### config.mk
export PLATFORM = sky130hd
export DESIGN_NAME = fp_expand_seq
export DESIGN_NICKNAME = d
export VERILOG_FILES = /design/src/rtl/fp_pkg.sv /design/src/rtl/fp_twos_negate.sv /design/src/rtl/fp_expand_seq.sv
export SDC_FILE = /design/constraint.sdc
export NUM_CORES = 1
export LEC_CHECK = 0
export ABC_AREA = 1
export BUFFER_PORTS_ARGS = -buffer_cell sky130_fd_sc_hd__buf_4
export CAP_MARGIN = 20
export CORE_ASPECT_RATIO = 1.5
export CORE_MARGIN = 10
export CORE_UTILIZATION = 45
export CTS_CLUSTER_DIAMETER = 30
export CTS_CLUSTER_SIZE = 25
export DETAILED_ROUTE_END_ITERATION = 10
export HOLD_SLACK_MARGIN = 0.03
export PLACE_DENSITY = 0.65
export SLEW_MARGIN = 20
export SYNTH_ARGS = -nofsm -noshare
export SYNTH_HDL_FRONTEND = slang
export SYNTH_SLANG_ARGS = --single-unit
### constraint.sdc
create_clock -name clk -period 2.75 [get_ports clk]
set_input_delay 0.55 -clock clk [delete_from_list [all_inputs] [get_ports clk]]
set_output_delay 0.55 -clock clk [all_outputs]
set_load 0.005 [all_outputs]
### src/rtl/fp_pkg.sv
// Shared definitions for the floating-point compress/expand path.
// Holds default field widths, the expander state type and the packed S/E/F word.
package fp_pkg;

  localparam int unsigned DefExpW = 3;
  localparam int unsigned DefManW = 4;
  localparam int unsigned DefOutW = 12;

  typedef enum logic [1:0] {
    StIdle,
    StShift,
    StSign,
    StDone
  } fp_state_e;

  typedef struct packed {
    logic               s;
    logic [DefExpW-1:0] e;
    logic [DefManW-1:0] f;
  } fp_word_t;

endpackage

### src/rtl/fp_twos_negate.sv
// Combinational conditional two's-complement negate of an unsigned magnitude.
// Shared between the expander output stage and the compressor magnitude stage.
module fp_twos_negate
  import fp_pkg::*;
#(
  parameter int unsigned OUT_W = DefOutW
) (
  input  logic             neg_i,
  input  logic [OUT_W-1:0] mag_i,
  output logic [OUT_W-1:0] d_o
);

  always_comb begin
    d_o = neg_i ? (~mag_i + OUT_W'(1)) : mag_i;
  end

endmodule

### src/rtl/fp_expand_seq.sv
// Sequential float-to-linear expander: rebuilds a two's-complement sample from S/E/F
// using a one-bit-per-cycle shifter, with valid/ready on both sides.
module fp_expand_seq
  import fp_pkg::*;
#(
  parameter int unsigned EXP_W = DefExpW,
  parameter int unsigned MAN_W = DefManW,
  parameter int unsigned OUT_W = DefOutW
) (
  input  logic             clk,
  input  logic             rst_n,
  input  logic             in_valid,
  output logic             in_ready,
  input  logic             S,
  input  logic [EXP_W-1:0] E,
  input  logic [MAN_W-1:0] F,
  output logic             out_valid,
  input  logic             out_ready,
  output logic [OUT_W-1:0] D,
  output logic             busy
);

  // The widest mantissa shifted by the largest exponent must fit the output.
  if (OUT_W < MAN_W + (1 << EXP_W)) begin : g_bad_cfg
    $fatal(1, "fp_expand_seq: OUT_W too small for MAN_W + 2**EXP_W");
  end

  fp_state_e        state_q, state_d;
  logic [OUT_W-1:0] mag_q, mag_d;
  logic [EXP_W-1:0] cnt_q, cnt_d;
  logic             sign_q, sign_d;
  logic [OUT_W-1:0] d_q, d_d;
  logic [OUT_W-1:0] signed_mag;

  fp_twos_negate #(
    .OUT_W (OUT_W)
  ) u_negate (
    .neg_i (sign_q),
    .mag_i (mag_q),
    .d_o   (signed_mag)
  );

  always_ff @(posedge clk or negedge rst_n) begin
    if (!rst_n) begin
      state_q <= StIdle;
      mag_q   <= '0;
      cnt_q   <= '0;
      sign_q  <= 1'b0;
      d_q     <= '0;
    end else begin
      state_q <= state_d;
      mag_q   <= mag_d;
      cnt_q   <= cnt_d;
      sign_q  <= sign_d;
      d_q     <= d_d;
    end
  end

  always_comb begin
    state_d = state_q;
    mag_d   = mag_q;
    cnt_d   = cnt_q;
    sign_d  = sign_q;
    d_d     = d_q;
    unique case (state_q)
      StIdle: begin
        if (in_valid) begin
          sign_d  = S;
          cnt_d   = E;
          mag_d   = OUT_W'(F);
          state_d = StShift;
        end
      end
      StShift: begin
        if (cnt_q == '0) begin
          state_d = StSign;
        end else begin
          mag_d = mag_q << 1;
          cnt_d = cnt_q - EXP_W'(1);
        end
      end
      StSign: begin
        d_d     = signed_mag;
        state_d = StDone;
      end
      StDone: begin
        // D is left holding the last result after the handoff.
        if (out_ready) begin
          state_d = StIdle;
        end
      end
      default: state_d = StIdle;
    endcase
  end

  always_comb begin
    in_ready  = (state_q == StIdle);
    out_valid = (state_q == StDone);
    busy      = (state_q != StIdle);
    D         = d_q;
  end

endmodule

==> run metrics <==
status complete, no violations; PostCTS Resize Cnt 0; Horiz. Die Dim 69.4 µm; syn nets 219; FP Rows 26; Initial DRC Count 54; Port Buf Inserts 26; global-route wire length before repair 6080 µm; setup TNS 0 ns; Final period util 82.0%; Req. time, crit path 2.95 ns; n_diodes 0; fmax 0.443 GHz; CTS Hold Bufs 0; vias in the first global route 1373; CP max stage delay 0.43 ns; CP endpoint kind flip-flop; clk_lat worst skew 0.28 ns; GR Overflow Total 0; Clk pin slew, worst setup/hold paths 0.06 ns; GRT Util Overall 11.3%; Cell Chain, Critical Path inv_1 -> ha_1 -> inv_4 -> or2_1 -> o21ai_1 -> nand2_1 -> inv_2 -> nand3_1 -> o21ai_2; Internal Power 0.00128 W; root buffer cell clkbuf_8; Max Slew Vio Count 0; Clock Power Share 15.8%; Ports 27; post-synth cell types 21; Net Sw Frac 43.7%; Final #Nets 244; YS warnings 0; RSZ-0062 raised after global routing no; commonest non-fill, non-tap cell in the layout nand2_1; Setup CP Type reg2reg; final wirelength 3430 µm; vias per cell 4.88; Vias 1302; Buf/Inv on CP 3; total of max-cap violations 0; share of cells above drive strength 1 21.8%; Slowest cell on crit path ha_1; worst vdd ir 867 µV; Synth-to-Final Area Change 16.9%; combinational power share 52.1%; type of the tightest min-delay check in2async; Pre-antenna DRT Iters 4; initial antenna violation count 0; fin crit period 2.26 ns; Mapped Avg Cell Area 8.28 µm²; Final GP Congestion 0.847; Setup violations, final 0; Final Hold Viols 0; routed length per placed instance 12.9 µm; HPWL Detailed 2670 µm; Sw Pwr 0.000992 W; worst hold margin 0.188 ns; DRT antenna net count 0; Syn Inst Count 199; Residual DRC 0; Setup crit start kind flip-flop; CTS sink count 30; Post-Synthesis Cell Area 1650 µm²; CTS buffer count 5; Initial Utilization 47.3%; maximum clock skew at final layout 0.00607 ns; most frequent cells in the layout 53 x nand2_1, 30 x dfrtp_1, 26 x buf_4; CTS tree built; clock tree buffer depth 2; core footprint 3480 µm²; H-tree levels 2; Post-CTS Setup Inserts 0; relative slew slack 61.9%; Die Y 94.1 µm; Lkg Pwr 0.982 nW; Yosys reg bits 30; Power Density 1180 nW/µm²; Arr. time, crit path 2.46 ns; sequential fraction of the synthesis area 45.6%; critical-path maximum fanout 30; Flop pwr share 32.1%; largest net degree at the start of global routing 31; Worst-Margin Slew 0.570 ns; CP delay by family, top buffers and inverters; Die Area 6530 µm²; Final Power 0.00227 W
[power groups by stage]
| stage | clock [W] | combinational, W | sequential [W] |
|---|---|---|---|
| global route | 0.000396 | 0.00137 | 0.000754 |
| global placement | 0 | 0.00115 | 0.000731 |
| floorplan | 0 | 0.000928 | 0.000716 |
| CTS | 0.000369 | 0.00121 | 0.000731 |
| detailed placement | 0 | 0.00120 | 0.000739 |
| finish | 0.000358 | 0.00118 | 0.000728 |
[cell type report]
cell class | count | area [µm²]
fillers | 321 | 1560
flip-flops and latches | 30 | 751
multi-input cells | 137 | 743
repair buffers | 26 | 195
inverters | 24 | 92.6
clock buffers | 7 | 86.3
well taps | 42 | 52.6
clock inverters | 1 | 5.00
[worst paths after layout]
| kind | from | to | slack [ns] | cells past startpoint |
|---|---|---|---|---|
| worst max-delay path | state_q[1] | mag_q[6] | 0.49 | 9 |
| worst min-delay path | rst_n | D[2] | 0.19 | 1 |
| worst min register to register | D[7] | D[7] | 0.48 | 2 |
| min in group clk | D[7] | D[7] | 0.48 | 2 |
| max in group asynchronous | rst_n | D[8] | 2.29 | 1 |
| worst max register to register | state_q[1] | mag_q[6] | 0.49 | 9 |
[layer usage]
metal	share of wire, %	wire length (µm)	vias up	GRT usage, %
met5	0	0	-	0
met4	2.0	68	0	5.72
li1	-	-	689	-
met3	6.0	205	7	4.44
met2	50	1710	29	19.6
met1	42	1450	577	11.5
[Yosys cell counts (all sizes together)]
cell	instances	area share, %
o21bai	1	0.46
nand4	1	0.38
xor2	4	2.1
clkbuf	3	0.68
nor2	9	2.0
inv	24	5.6
dfrtp	30	46
or2	1	0.38
a21oi	2	0.61
nand3	21	6.7
a31oi	1	0.38
nand2	53	12
ha	8	6.1
buf	5	3.0
o21ai	36	14
[logic make-up after synthesis]
kind of cell | count (synthesis) | synth area share [%]
and+or+nand+nor | 85 | 21.6
AOI/OAI and AO/OA | 40 | 15.3
buffers and inverters | 32 | 9.34
DFF | 30 | 45.6
adders and majority gates | 8 | 6.07
xor gates and xnor gates | 4 | 2.13
[flip-flops by register name (all words and copies together), names as in the netlist]
signal   cells
mag_q       12
cnt_q        3
D           12
sign_q       1
state_q      2
[metrics by stage]
| stage | cell area, µm² | instances | worst slack, ns | util [%] |
|---|---|---|---|---|
| 4_1_cts | 1930 | 267 | 0.452 | 55.3 |
| 5_1_grt | 1930 | 267 | 0.279 | 55.3 |
| 6_report | 1930 | 267 | 0.495 | 55.3 |
| 3_5_place_dp | 1830 | 259 | 0.487 | 52.7 |
| 3_3_place_gp | 1830 | 259 | 0.653 | 52.7 |
| 2_1_floorplan | 1650 | 199 | 1.21 | - |
(Power assumes the default switching activity.)
